### src/rtl/jk_updown_counter.sv
// Modulo-MODULUS up/down counter built from per-bit JK stages, with a registered
// terminal-count pulse and a sticky overflow flag. Define JKCNT_SATURATE_EN to saturate instead of wrapping.
module jk_updown_counter #(
  parameter int WIDTH   = 4,
  parameter int MODULUS = 10
) (
  input  logic             clk,
  input  logic             rst,
  input  logic             en,
  input  logic             up,
  input  logic             load,
  input  logic [WIDTH-1:0] din,
  input  logic             clr_ovf,
  output logic [WIDTH-1:0] q,
  output logic             tc,
  output logic             ovf
);

  localparam logic [WIDTH:0]   MOD_EXT = (WIDTH+1)'(MODULUS);
  localparam logic [WIDTH-1:0] MAX_VAL = WIDTH'(MODULUS - 1);

  logic [WIDTH-1:0] r_q;
  logic             r_tc;
  logic             r_ovf;

  logic [WIDTH-1:0] w_next;
  logic [WIDTH-1:0] w_j;
  logic [WIDTH-1:0] w_k;
  logic             w_atTop;
  logic             w_atBottom;
  logic             w_wrap;
  logic             w_force;

  // The target count is computed first. Ordinary counting translates into
  // j = k = toggle, while load and wrap drive each stage as a direct set or
  // reset. Both paths keep every stage's excitation fully defined.
  always_comb begin
    w_atTop    = (r_q == MAX_VAL);
    w_atBottom = (r_q == '0);
    w_wrap     = !load && en && (up ? w_atTop : w_atBottom);
    w_next     = r_q;
    w_force    = 1'b0;
    if (load) begin
      w_force = 1'b1;
      w_next  = ({1'b0, din} >= MOD_EXT) ? MAX_VAL : din;
    end else if (w_wrap) begin
`ifdef JKCNT_SATURATE_EN
      w_next  = r_q;
`else
      w_force = 1'b1;
      w_next  = up ? '0 : MAX_VAL;
`endif
    end else if (en) begin
      w_next  = up ? r_q + WIDTH'(1) : r_q - WIDTH'(1);
    end
    if (w_force) begin
      w_j = w_next;
      w_k = ~w_next;
    end else begin
      w_j = r_q ^ w_next;
      w_k = r_q ^ w_next;
    end
  end

  always_ff @(posedge clk) begin
    if (rst) begin
      r_q <= '0;
    end else begin
      for (int i = 0; i < WIDTH; i++) begin
        case ({w_j[i], w_k[i]})
          2'b01:   r_q[i] <= 1'b0;
          2'b10:   r_q[i] <= 1'b1;
          2'b11:   r_q[i] <= ~r_q[i];
          default: r_q[i] <= r_q[i];
        endcase
      end
    end
  end

  // A wrap or blocked step wins over a coincident clear, so no event is lost.
  always_ff @(posedge clk) begin
    if (rst) begin
      r_tc  <= 1'b0;
      r_ovf <= 1'b0;
    end else begin
      r_tc <= w_wrap;
      if (w_wrap)
        r_ovf <= 1'b1;
      else if (clr_ovf)
        r_ovf <= 1'b0;
    end
  end

  assign q   = r_q;
  assign tc  = r_tc;
  assign ovf = r_ovf;

endmodule
### config.mk
export PLATFORM = sky130hd
export DESIGN_NAME = jk_updown_counter
export DESIGN_NICKNAME = d
export VERILOG_FILES = /design/src/rtl/jk_updown_counter.sv
export SDC_FILE = /design/constraint.sdc
export NUM_CORES = 1
export LEC_CHECK = 0
export BUFFER_PORTS_ARGS = -buffer_cell sky130_fd_sc_hd__buf_2
export CAP_MARGIN = 20
export CORE_UTILIZATION = 30
export CTS_CLUSTER_SIZE = 14
export DETAILED_ROUTE_END_ITERATION = 10
export GPL_TIMING_DRIVEN = 0
export PLACE_DENSITY = 0.61
export SYNTH_ARGS = -nofsm -noshare
export SYNTH_HDL_FRONTEND = slang
export SYNTH_SLANG_ARGS = --single-unit
### constraint.sdc
create_clock -name clk -period 1.8 [get_ports clk]
set_input_delay 0.36 -clock clk [delete_from_list [all_inputs] [get_ports clk]]
set_output_delay 0.36 -clock clk [all_outputs]
set_load 0.02 [all_outputs]
==> summary.txt <==
worst-case clock skew -> 0.000662 ns
Leak -> 0.245 nW
Total Wirelength -> 847 um
First DRT Iteration DRCs -> 6
clk slew on worst S/H paths -> 0.04 ns
drt drc -> 0
WP data arrival -> 1.78 ns
Crit. End Element -> flip-flop
Final Hold Viols -> 0
Die W -> 39.9 um
largest net degree at the start of global routing -> 11
Port Buffer Count -> 14
first-pass GRT wire length -> 1.33 mm
DR vias -> 401
maximum VDD drop -> 0.458 mV
placed cells -> 77
Synth Flop Type -> dfxtp_1
Pwr Density -> 708 nW/um^2
EDFF count, synth -> 0
# rows -> 13
number of synthesized register bits -> 6
RSZ-0062 raised after global routing -> false
post-synth top area share -> 27.8%
gpl congestion -> 0.742
Final Max Tran Viols -> 0
vias in the first global route -> 332
final net count -> 80
# setup viols final -> 0
min Tclk post-route -> 1.66 ns
WL per Instance -> 10.6 um
First-pass DRT Iterations -> 4
Clock Sinks -> 6
Area Overhead vs Synth -> 26.4%
# IOs -> 16
Max clock buf depth -> 2
Clock Root Buffer -> clkbuf_4
global routing usage summed across all routing layers -> 12.9%
Avg Inst Size Synth -> 8.99 um^2
final antenna diode count -> 0
H-tree depth -> 1
clock latency on the worst-skew pair -> 0.24 ns
Hold Path Class -> in -> reg
top post-synthesis cells by area -> dfxtp_1, a21oi_1, ha_1
TritonCTS clock tree -> yes
Post-DRT Antenna Nets -> 0
top-count cell post-synth -> dfxtp_1
total gr overflow -> 0
Critical Setup Path Class -> reg -> reg
hpwl dp -> 677 um
Seq/Total Area, Yosys -> 27.8%
DIE HEIGHT -> 39.9 um
hold bufs inserted after CTS -> 0
Yosys warning total -> 0
startpoint types -> flip-flop
Req. time, crit path -> 1.92 ns
largest area contributor in the netlist -> dfxtp_1
Peak Freq -> 603 MHz
Vias/cell -> 5.01
Syn Inst Count -> 48
Max Cap Violations -> 0
Post-synth top cells -> dfxtp_1, a21oi_1, inv_1
asr flop ratio synth -> 0%
core area -> 1320 um^2
Tcrit/Tclk final -> 92.1%
die area -> 1590 um^2
layout cell share with drive strength beyond 1 -> 36.9%
antenna violations before repair -> 0
TNS Setup -> 0 ns
syn_nets -> 61
Post-CTS Setup Inserts -> 0
Final Util -> 41.4%
Crit Path Max Fanout -> 7
Synth cell types -> 26
initial core utilization -> 32.8%
post-route insts no fill -> 80
worst-margin pin slew -> 0.330 ns
mapped cell area -> 432 um^2
CTS buffer count -> 3
Max-slew headroom -> 77.4%
run status -> finished clean
[cell usage in the layout, fill, tap and decap left out, drive strengths merged, types with 2 or more instances in the layout]
master,synthesis,final
buf,1,15
dfxtp,6,6
inv,5,5
a21oi,5,5
nor2,3,3
nand2,3,3
clkbuf,0,3
o21ai,3,3
nand3,2,2
xor2,2,2
nand2b,2,2
ha,2,2
or3,2,2
a211oi,2,2
[path summary, 6_finish.rpt]
kind	end	slack [ns]	from	cells after the start
worst max register to register	q[2]$_SDFFE_PP0P_	0.14	q[0]$_SDFFE_PP0P_	6
worst max-delay path	q[2]$_SDFFE_PP0P_	0.14	q[0]$_SDFFE_PP0P_	6
worst min-delay path	q[1]$_SDFFE_PP0P_	0.36	rst	2
worst min register to register	ovf$_SDFFE_PP0P_	0.47	ovf$_SDFFE_PP0P_	2
[kinds of logic after synthesis]
| kind of cell | after synthesis | share of synthesized area, % |
|---|---|---|
| xor+xnor | 3 | 6.09 |
| flops | 6 | 27.8 |
| simple gates | 15 | 23.2 |
| buf+inv | 6 | 6.09 |
| compound gates | 15 | 26.4 |
| fa+ha+maj | 3 | 10.4 |
[critical path: stages (launching register included)]
cell       delay, ns
dfxtp_2         0.39
inv_1           0.07
fa_1            0.40
xor2_1          0.17
nor2_1          0.09
a211oi_1        0.05
a2111oi_0       0.36
[metrics by stage]
stage / hold slack, ns / total power, mW / instance area (um^2) / worst slack [ns]
CTS: 0.354 / 0.395 / 544 / 0.0587
floorplan: 0.429 / 0.232 / 432 / 0.0627
detailed placement: 0.471 / 0.268 / 520 / -0.00462
global placement: 0.462 / 0.266 / 520 / 0.0494
global route: 0.371 / 0.415 / 546 / 0.0349
finish: 0.365 / 0.386 / 546 / 0.143
[routing by layer]
metal | track usage (%) | vias up | share of wire (%)
li1 | - | 209 | -
met1 | 16.9 | 182 | 46
met2 | 17.3 | 8 | 50
met3 | 3.33 | 2 | 3.3
met4 | 10.3 | 0 | 0.59
met5 | 0 | - | 0
[flip-flops by register name (all words and copies together) (netlist names)]
name	flops
ovf	1
q	4
tc	1
[timing repair]
item	4_1_cts	5_1_grt
endpoints found under the setup margin	1	1
resized for setup	1	1
gates cloned	0	0
pin swaps	0	0
[power breakdown]
part	internal, mW	total (mW)	switching [mW]
Combinational	0.0505	0.109	0.0580
Clock	0.0752	0.121	0.0459
Sequential	0.143	0.157	0.0133
[final cells by class]
type | count | area [um^2]
clock buffer | 3 | 22.5
sequential | 6 | 123
inverter | 5 | 18.8
tap | 15 | 18.8
buffer | 1 | 7.51
fill | 131 | 772
timing repair buffer | 14 | 70.1
multi-input combinational | 36 | 285
No activity file was read; power rests on OpenSTA's default activity.
